`src/rtl/audio_pkg.sv`:
```
// audio_pkg: shared sample width, read FSM states and saturating magnitude helper
package audio_pkg;
    localparam int SAMPLE_W = 24;
    typedef enum logic [1:0] {R_IDLE, R_POP, R_HOLD} rstate_t;
    function automatic logic [SAMPLE_W-1:0] abs_sat(input logic [SAMPLE_W-1:0] s);
        return (s == {1'b1, {(SAMPLE_W-1){1'b0}}}) ? {1'b0, {(SAMPLE_W-1){1'b1}}} :
               (s[SAMPLE_W-1] ? -s : s);
    endfunction
endpackage

```
`src/rtl/sample_fifo.sv`:
```
// sample_fifo: first-word fall-through sample FIFO with occupancy count
module sample_fifo #(
    parameter int W = 24,
    parameter int DEPTH = 16
) (
    input  logic                      CLOCK_50,
    input  logic                      reset,
    input  logic                      push,
    input  logic [W-1:0]              din,
    input  logic                      pop,
    output logic [W-1:0]              dout,
    output logic                      full,
    output logic                      empty,
    output logic [$clog2(DEPTH):0]    count
);
    localparam int AW = $clog2(DEPTH);
    logic [W-1:0] mem [DEPTH];
    logic [AW-1:0] wp, rp;
    logic do_push, do_pop;
    assign full = count == (AW+1)'(DEPTH);
    assign empty = count == '0;
    assign do_push = push & ~full;
    assign do_pop = pop & ~empty;
    assign dout = empty ? '0 : mem[rp];
    always_ff @(posedge CLOCK_50) begin
        if (reset) begin
            wp <= '0;
            rp <= '0;
            count <= '0;
        end else begin
            if (do_push) begin
                mem[wp] <= din;
                wp <= wp + 1'b1;
            end
            if (do_pop) rp <= rp + 1'b1;
            count <= count + (AW+1)'(do_push) - (AW+1)'(do_pop);
        end
    end
endmodule

```
`src/rtl/mic_pitch_reader.sv`:
```
// mic_pitch_reader: pops codec samples, mixes to mono, buffers them and tracks pitch period and peak level
module mic_pitch_reader
    import audio_pkg::*;
#(
    parameter int SAMPLE_W = audio_pkg::SAMPLE_W,
    parameter int FIFO_DEPTH = 16,
    parameter logic [SAMPLE_W-1:0] HYST = 'h400,
    parameter int MAX_PERIOD = 2048,
    parameter int LEVEL_WIN = 1024
) (
    input  logic                CLOCK_50,
    input  logic                reset,
    input  logic                enable,
    input  logic                audio_in_available,
    input  logic [31:0]         left_channel_audio_in,
    input  logic [31:0]         right_channel_audio_in,
    output logic                read_audio_in,
    output logic [SAMPLE_W-1:0] sample_out,
    output logic                sample_valid,
    input  logic                sample_ready,
    output logic [15:0]         period_out,
    output logic                period_valid,
    output logic [SAMPLE_W-1:0] level_out,
    output logic                overflow
);
    localparam int CW = $clog2(FIFO_DEPTH);
    localparam int WW = $clog2(LEVEL_WIN);
    localparam logic signed [SAMPLE_W-1:0] HI = HYST;
    localparam logic signed [SAMPLE_W-1:0] LO = -HYST;
    rstate_t state, state_d;
    logic full, empty, cap, pop_go, armed, locked, rise;
    logic [CW:0] count;
    logic signed [31:0] mono;
    logic signed [SAMPLE_W-1:0] s;
    logic [SAMPLE_W-1:0] a, peak, run_max;
    logic [15:0] cnt, cnt_inc;
    logic [WW-1:0] wcnt;
    assign mono = ($signed(left_channel_audio_in) >>> 1) + ($signed(right_channel_audio_in) >>> 1);
    assign s = SAMPLE_W'(mono >>> (32 - SAMPLE_W));
    assign cap = state == R_POP;
    assign a = abs_sat(s);
    assign peak = (a > run_max) ? a : run_max;
    assign cnt_inc = (cnt == 16'(MAX_PERIOD)) ? cnt : cnt + 16'd1;
    assign rise = armed & (s >= HI);
    assign pop_go = enable & audio_in_available & (count < (CW+1)'(FIFO_DEPTH));
    assign sample_valid = ~empty;
    always_comb begin
        state_d = R_IDLE;
        state_d = (state == R_IDLE) ? (pop_go ? R_POP : R_IDLE) :
                  (state == R_POP) ? R_HOLD : R_IDLE;
    end
    sample_fifo #(.W(SAMPLE_W), .DEPTH(FIFO_DEPTH)) u_fifo (
        .CLOCK_50(CLOCK_50),
        .reset(reset),
        .push(cap),
        .din(s),
        .pop(sample_ready),
        .dout(sample_out),
        .full(full),
        .empty(empty),
        .count(count)
    );
    always_ff @(posedge CLOCK_50) begin
        if (reset) begin
            state <= R_IDLE;
            read_audio_in <= 1'b0;
            overflow <= 1'b0;
            cnt <= '0;
            armed <= 1'b0;
            locked <= 1'b0;
            period_out <= '0;
            period_valid <= 1'b0;
            run_max <= '0;
            wcnt <= '0;
            level_out <= '0;
        end else begin
            state <= state_d;
            read_audio_in <= state_d == R_POP;
            period_valid <= 1'b0;
            if (state == R_IDLE && enable && audio_in_available && full) overflow <= 1'b1;
            if (cap) begin
                if (rise) begin
                    if (locked) begin
                        period_out <= cnt;
                        period_valid <= 1'b1;
                    end
                    cnt <= 16'd1;
                    armed <= 1'b0;
                    locked <= 1'b1;
                end else begin
                    cnt <= cnt_inc;
                    armed <= armed | (s < LO);
                    if (locked && cnt_inc == 16'(MAX_PERIOD)) begin
                        period_out <= '0;
                        period_valid <= 1'b1;
                        locked <= 1'b0;
                    end
                end
                if (wcnt == WW'(LEVEL_WIN - 1)) begin
                    level_out <= peak;
                    run_max <= '0;
                    wcnt <= '0;
                end else begin
                    run_max <= peak;
                    wcnt <= wcnt + 1'b1;
                end
            end
        end
    end
endmodule

```
`config.mk`:
```
export PLATFORM = sky130hd
export DESIGN_NAME = mic_pitch_reader
export DESIGN_NICKNAME = d
export VERILOG_FILES = /design/src/rtl/audio_pkg.sv /design/src/rtl/sample_fifo.sv /design/src/rtl/mic_pitch_reader.sv
export SDC_FILE = /design/constraint.sdc
export NUM_CORES = 1
export LEC_CHECK = 0
export BUFFER_PORTS_ARGS = -buffer_cell sky130_fd_sc_hd__buf_2
export CORE_MARGIN = 3
export CORE_UTILIZATION = 55
export DETAILED_ROUTE_END_ITERATION = 7
export PLACE_DENSITY = 0.86
export RECOVER_POWER = 25
export SETUP_SLACK_MARGIN = 0.2
export SLEW_MARGIN = 20
export SYNTH_ARGS = -nofsm -noshare
export SYNTH_HDL_FRONTEND = slang
export SYNTH_SLANG_ARGS = --single-unit
```
`constraint.sdc`:
```
create_clock -name CLOCK_50 -period 6.7 [get_ports CLOCK_50]
set_input_delay 1.34 -clock CLOCK_50 [delete_from_list [all_inputs] [get_ports CLOCK_50]]
set_output_delay 1.34 -clock CLOCK_50 [all_outputs]
set_load 0.005 [all_outputs]
```
# [After elaboration in Yosys (flattened, before gate mapping)]
# Memory sizes are Yosys's and may differ from the RTL's. A register that Yosys moved wholly into a read port is not among the register bits.
# Index checks and enable logic that the tools add are counted.
[word_totals] register_bits=110 mem_bits_rw=384 elab_cells=80 mem_count=1
[op_classes] addsub=8 n_lt_le_gt_ge=4 eq_ne=8 muxes=25 bitwise=9 reduce_logical=11
[memory_table] memory="u_fifo.mem" words=16 width=24 read_ports=1 rd_ports_with_merged_regs=1 write_ports=1 line="sample_fifo.sv:17" text="logic [W-1:0] mem [DEPTH];"
[ops] op="$mux W24" count=5
[ops] op="$mux W16" count=5
[ops] op="$add A31 B31 Y32" count=1
[ops] op="$eq A16 B12 Y1 const B" count=2
[ops] op="$eq A24 B24 Y1 const B" count=1
[ops] op="$ge A24 B12 Y1 const B" count=1
[ops] op="$gt A24 B24 Y1" count=1
[ops] op="$lt A24 B11 Y1 const B" count=1
[ops] op="$neg A24 Y24" count=1
[ops] op="$add A16 B1 Y16 const B" count=1
[ops] op="$add A10 B1 Y10 const B" count=1
[ops] op="$eq A10 B10 Y1 const B" count=1
[ops] op="$mux W1" count=10
[ops] op="$mux W10" count=1
[ops] op="$add A4 B1 Y4 const B" count=2
[ops] op="$mux W4" count=2
[ops] op="$add A5 B1 Y5" count=1
[ops] op="$and A1 B1 Y1" count=5
[ops] op="$eq A5 B5 Y1 const B" count=1
[ops] op="$logic_not A5 Y1" count=1
[ops] op="$lt A5 B5 Y1 const B" count=1
[ops] op="$sub A5 B1 Y5" count=1
[ops] op="$eq A2 B1 Y1 const B" count=2
[ops] op="$logic_and A1 B1 Y1" count=4
[ops] op="other kinds (9)" count=13

# [Longest topological paths before layout]
[depth] word_depth=7 mapped_depth=27

# [Hierarchy]
# From an unflattened synthesis, not the netlist that was laid out.
[unflattened] hier_cells=1683 area_unflattened_um2=23084.6
[by_module_without_submodules] mod="sample_fifo" n_inst=1 cells_each=703 area_per_inst_um2=15423.5 seq_area_each_um2=11871.4
[by_module_without_submodules] mod="mic_pitch_reader" n_inst=1 cells_each=980 area_per_inst_um2=7661.1 seq_area_each_um2=1941.9

# [Worst setup path after synthesis]
# No wires, ideal clock.
[synth_timing] path_type="input port to flip-flop" startpoint="input port left_channel_audio_in[8]" endpoint="register run_max[10]" t_arrival_ps=7120 t_required_ps=6640 slack_ps=-479 cell_stages=24 path_buffers=3 path_cell_list="ha_1 -> buf_6 -> a211oi_2 -> o21bai_2 -> a21oi_4 -> nand2_1 -> a311oi_1 -> nor2_1 -> and4_1 -> nand4_1 -> buf_2 -> nand3_1 -> ha_1 -> nor2b_1 -> o21ai_0 -> a21oi_1 -> a211oi_1 -> o221ai_1 -> a21o_1 -> o21ai_1 -> nor2_1 -> a211oi_1 -> clkbuf_1 -> a22o_1"
[synth_via] elab_chain_cells=7 elab_cells_between_ends=8
[synth_rtl] element="start: declaration" line="mic_pitch_reader.sv:15" text="input logic [31:0] left_channel_audio_in,"
[synth_rtl] element="$add A31 B31 Y32 *" line="mic_pitch_reader.sv:38" text="assign mono = ($signed(left_channel_audio_in) >>> 1) + ($signed(right_channel_audio_in) >>> 1);"
[synth_rtl] element="via mono[18]" line="mic_pitch_reader.sv:33" text="logic signed [31:0] mono;"
[synth_rtl] element="$neg A24 Y24" line="audio_pkg.sv:7" text="(s[SAMPLE_W-1] ? -s : s);"
[synth_rtl] element="$mux W24" line="audio_pkg.sv:7"
[synth_rtl] element="$mux W24 *" line="audio_pkg.sv:6" text="return (s == {1'b1, {(SAMPLE_W-1){1'b0}}}) ? {1'b0, {(SAMPLE_W-1){1'b1}}} :"
[synth_rtl] element="$gt A24 B24 Y1" line="mic_pitch_reader.sv:42" text="assign peak = (a > run_max) ? a : run_max;"
[synth_rtl] element="$mux W24 *" line="mic_pitch_reader.sv:42"
[synth_rtl] element="$mux W24 *" line="mic_pitch_reader.sv:99" text="if (wcnt == WW'(LEVEL_WIN - 1)) begin"
[synth_rtl] element="end signal: assignment" line="mic_pitch_reader.sv:104" text="run_max <= peak;"
[synth_rtl] element="end: declaration" line="mic_pitch_reader.sv:35" text="logic [SAMPLE_W-1:0] a, peak, run_max;"
# The timed path passes the listed nets; every way through them passes the cells marked *.
# A chain may end at the register's enable or synchronous reset.

# [Worst setup path in the final report]
[layout_timing] startpoint="input port left_channel_audio_in[8]" endpoint="register level_out[15]"
[layout_via] elab_chain_cells=6 elab_cells_between_ends=7
[layout_rtl] element="$add A31 B31 Y32 *" line="mic_pitch_reader.sv:38"
[layout_rtl] element="via mono[9]" line="mic_pitch_reader.sv:33"
[layout_rtl] element="$neg A24 Y24" line="audio_pkg.sv:7"
[layout_rtl] element="$mux W24" line="audio_pkg.sv:7"
[layout_rtl] element="$mux W24 *" line="audio_pkg.sv:6"
[layout_rtl] element="$gt A24 B24 Y1" line="mic_pitch_reader.sv:42"
[layout_rtl] element="$mux W24 *" line="mic_pitch_reader.sv:42"
[layout_rtl] element="end signal: assignment" line="mic_pitch_reader.sv:100" text="level_out <= peak;"
[layout_rtl] element="end: declaration" line="mic_pitch_reader.sv:23" text="output logic [SAMPLE_W-1:0] level_out,"
# Marked as above.

==> flow_summary.json <==
{
  "grt_start_max_net_pins": 73,
  "peakVddDrop_v": 0.000187,
  "mostFrequentLayoutCells": "edfxtp_1, mux4_2, buf_2",
  "maxCapViolCount": 5,
  "grt_setup_unrepaired": "false",
  "fp-row-count": 73,
  "reg2regPathDepth": 7,
  "io_pins": 137,
  "core_area_mm2": 0.0403,
  "vias": 15300,
  "fin_hold_ws_ns": 0.467,
  "worstSetupStartpointType": "input pin",
  "ys.warnings.count": 0,
  "grt_first_pass_wirelength_um": 92200,
  "hold_path.class": "reg2reg",
  "vias_per_cell": 6.55,
  "port-buffer-count": 134,
  "tritoncts": "built",
  "htreeDepth": 2,
  "end_kind": "flop",
  "syn_area_per_cell_um2": 14.2,
  "power.total_mw": 8.43,
  "multi_input_area_mm2": 0.00848,
  "relSlewSlack_pct": -66.6,
  "timing.rr.end": "u_fifo.mem[12][6]",
  "yosys.cell_types.count": 91,
  "insertion_delay_ns": 0.59,
  "setup_violations": 0,
  "syn-cell-area_mm2": 0.0228,
  "chipHeight_um": 210,
  "cp_max_fo": 27,
  "worstMarginPinSlew_ns": 2.50,
  "static-leakage-power_nw": 8.95,
  "clk_pin_slew_ns": 0.07,
  "cts-buffers-inserted": 47,
  "place_area_mm2": 0.0245,
  "setup.worst_path.class": "in2reg",
  "drive_gt1_share_pct": 23.7,
  "design_area_mm2": 0.0260,
  "wl_met1_um": 22200,
  "period_share_pct": 94.7,
  "synth-seq-cells": 498,
  "crit_chain": "buf_2 -> ha_1 -> nand4_1 -> a211oi_1 -> nor3_4 -> xnor2_1 -> inv_1 -> ha_1 -> nor4b_2 -> and4_1 -> nand4_1 -> buf_4 -> nand3_1 -> ha_1 -> nor2b_1 -> o21ai_0 -> a21oi_1 -> a211oi_1 -> o221ai_1 -> a21o_1 -> o21ai_2 -> buf_4 -> o21ai_0 -> a22o_1",
  "clock_skew_ns": 0.0373,
  "fillers": 2792,
  "die_w_um": 210,
  "r2r_slack_ns": 2.94,
  "grt.overflow.total": 0,
  "rr_startpoint": "u_fifo.count[3]",
  "cp_common_cell": "ha_1",
  "synthFlopType": "edfxtp_1",
  "finalCriticalPeriod_ns": 6.34,
  "violations": "max-capacitance violations, max-slew violations",
  "regArea_mm2": 0.0138,
  "synthArstFlopShare_pct": 0,
  "fmaxAchievable_mhz": 158,
  "syn_inst": 1607,
  "worst_ep_arrival_time_ns": 6.80,
  "grt_pass1_vias": 15400,
  "dr.pass1.iters": 5,
  "critPathSlowestCell": "xnor2_1",
  "fin_nets": 1918,
  "syn-num-nets": 1746,
  "grt_usage_pct": 27.6,
  "start_util_pct": 56.6,
  "drtIter0Drc": 1643,
  "required_ns": 7.16,
  "cts-root-buf": "clkbuf_16",
  "die_area_mm2": 0.0439,
  "holdBufCountCts": 0,
  "place.gp.congestion": 0.917,
  "worstSetupEndpoint": "level_out[15]",
  "ys_seq_area_share_pct": 60.6,
  "antenna_found_initial": 0,
  "route.met3.wl_um": 5270,
  "cts_buffer_depth": 3,
  "slew_violations": 153,
  "wire_per_inst_um": 26.1,
  "cts_sinks": 498,
  "critPathLaunch": "left_channel_audio_in[8]",
  "dp.final_hpwl_um": 37000,
  "tns_ns": 0,
  "run_status": "finished, violations left",
  "drt-total-wl_um": 61000,
  "hold_viol_final": 0,
  "ant_nets": 0,
  "synth-edff-count": 384,
  "finish.utilization_pct": 64.5,
  "cellPowerDensity_mw_per_mm2": 324,
  "layout_commonest_cell": "edfxtp_1",
  "top_layer": "met4",
  "dr_wl_met2_um": 31000,
  "antenna_cells": 0,
  "max_stage_delay_ns": 0.65,
  "area_growth_syn_to_layout_pct": 14.1,
  "drc": 0
}
## synth_stat cells (6+ instances only)
library cell / n / share of area [%]
o21ai_0: 43 / 0.94
nand2_1: 110 / 1.8
nand2b_1: 8 / 0.22
a22o_1: 33 / 1.3
nand4_1: 30 / 0.82
and2_1: 35 / 0.96
a21oi_1: 71 / 1.6
dfxtp_1: 114 / 10
a31oi_1: 12 / 0.33
o21ai_1: 15 / 0.33
and3_1: 16 / 0.44
nor2b_1: 11 / 0.30
a211oi_1: 10 / 0.33
a21o_1: 23 / 0.76
xnor2_1: 22 / 0.85
mux4_2: 120 / 12
a32o_1: 10 / 0.44
ha_1: 69 / 3.8
nand3_1: 31 / 0.68
clkbuf_1: 62 / 1.0
nor3_1: 26 / 0.57
inv_1: 52 / 0.86
nand3b_1: 7 / 0.23
a22oi_1: 6 / 0.20
or3_1: 18 / 0.49
o211ai_1: 6 / 0.20
nor4_1: 8 / 0.22
xor2_1: 24 / 0.92
nor2_1: 93 / 1.5
edfxtp_1: 384 / 51
a32oi_1: 13 / 0.50
buf_2: 16 / 0.35
buf_1: 8 / 0.13
## per-layer routing
metal	vias up	GRT usage (%)
met1	7606	35.6
li1	6646	-
met3	170	4.19
met5	-	0
met2	918	47.3
met4	0	11.2
## critical path, delay by kind of cell
| family | cells | cell delay (ns) |
|---|---|---|
| compound gates | 9 | 1.86 |
| buf+inv | 4 | 0.77 |
| simple gates | 7 | 1.16 |
| xor+xnor | 1 | 0.65 |
| fa+ha+maj | 3 | 1.04 |
## kinds of logic after synthesis
family,synth area share (%)
fa+ha+maj,3.88
compound gates,9.67
flops,60.6
xor+xnor,1.77
buf+inv,2.53
simple gates,9.43
mux,12.1
## metrics by stage
stage | cells | setup WS (ns)
after floorplan | 1607 | 0.210
after global placement | 2254 | -0.0783
after detailed placement | 2254 | -0.121
after CTS | 2342 | 0.444
after global routing | 2343 | 0.165
final | 2343 | 0.357
## registers in the layout, indices dropped and copies added (netlist names), named ones only
| signal | cells |
|---|---|
| armed | 1 |
| cnt | 16 |
| level_out | 24 |
| locked | 1 |
| overflow | 1 |
| period_out | 16 |
| period_valid | 1 |
| read_audio_in | 1 |
| run_max | 24 |
| state | 2 |
| u_fifo.count | 5 |
| u_fifo.mem | 384 |
| u_fifo.rp | 4 |
| u_fifo.wp | 4 |
| wcnt | 10 |
## timing repair
action,4_1_cts,5_1_grt
endpoints found under the setup margin,0,43
setup buffers,0,1
gates resized for setup,0,2
## power by group
group          internal, mW  total (mW)  switching [mW]
registers              3.49        3.64           0.146
clock network          1.59        2.78            1.18
logic                 0.934        2.02            1.08
total                  6.02        8.43            2.41
## worst min path at each step
stage | to | startpoint | slack, ns | cells after the start
finish | level_out[4] | level_out[4] | 0.47 | 2
global route | level_out[3] | level_out[3] | 0.48 | 2
CTS | level_out[3] | level_out[3] | 0.46 | 2
detailed placement | level_out[3] | level_out[3] | 0.45 | 2
global placement | level_out[3] | level_out[3] | 0.44 | 2
floorplan | level_out[22] | level_out[22] | 0.44 | 2
## area by class of cell
class / instances / share of cell area (%)
well taps: 525 / 2.53
repair buffers: 214 / 4.72
clock inverters: 34 / 1.46
multi-input cells: 966 / 32.6
clock buffers: 54 / 4.71
inverters: 52 / 0.751
flip-flops and latches: 498 / 53.2
(Power assumes the default switching activity.)
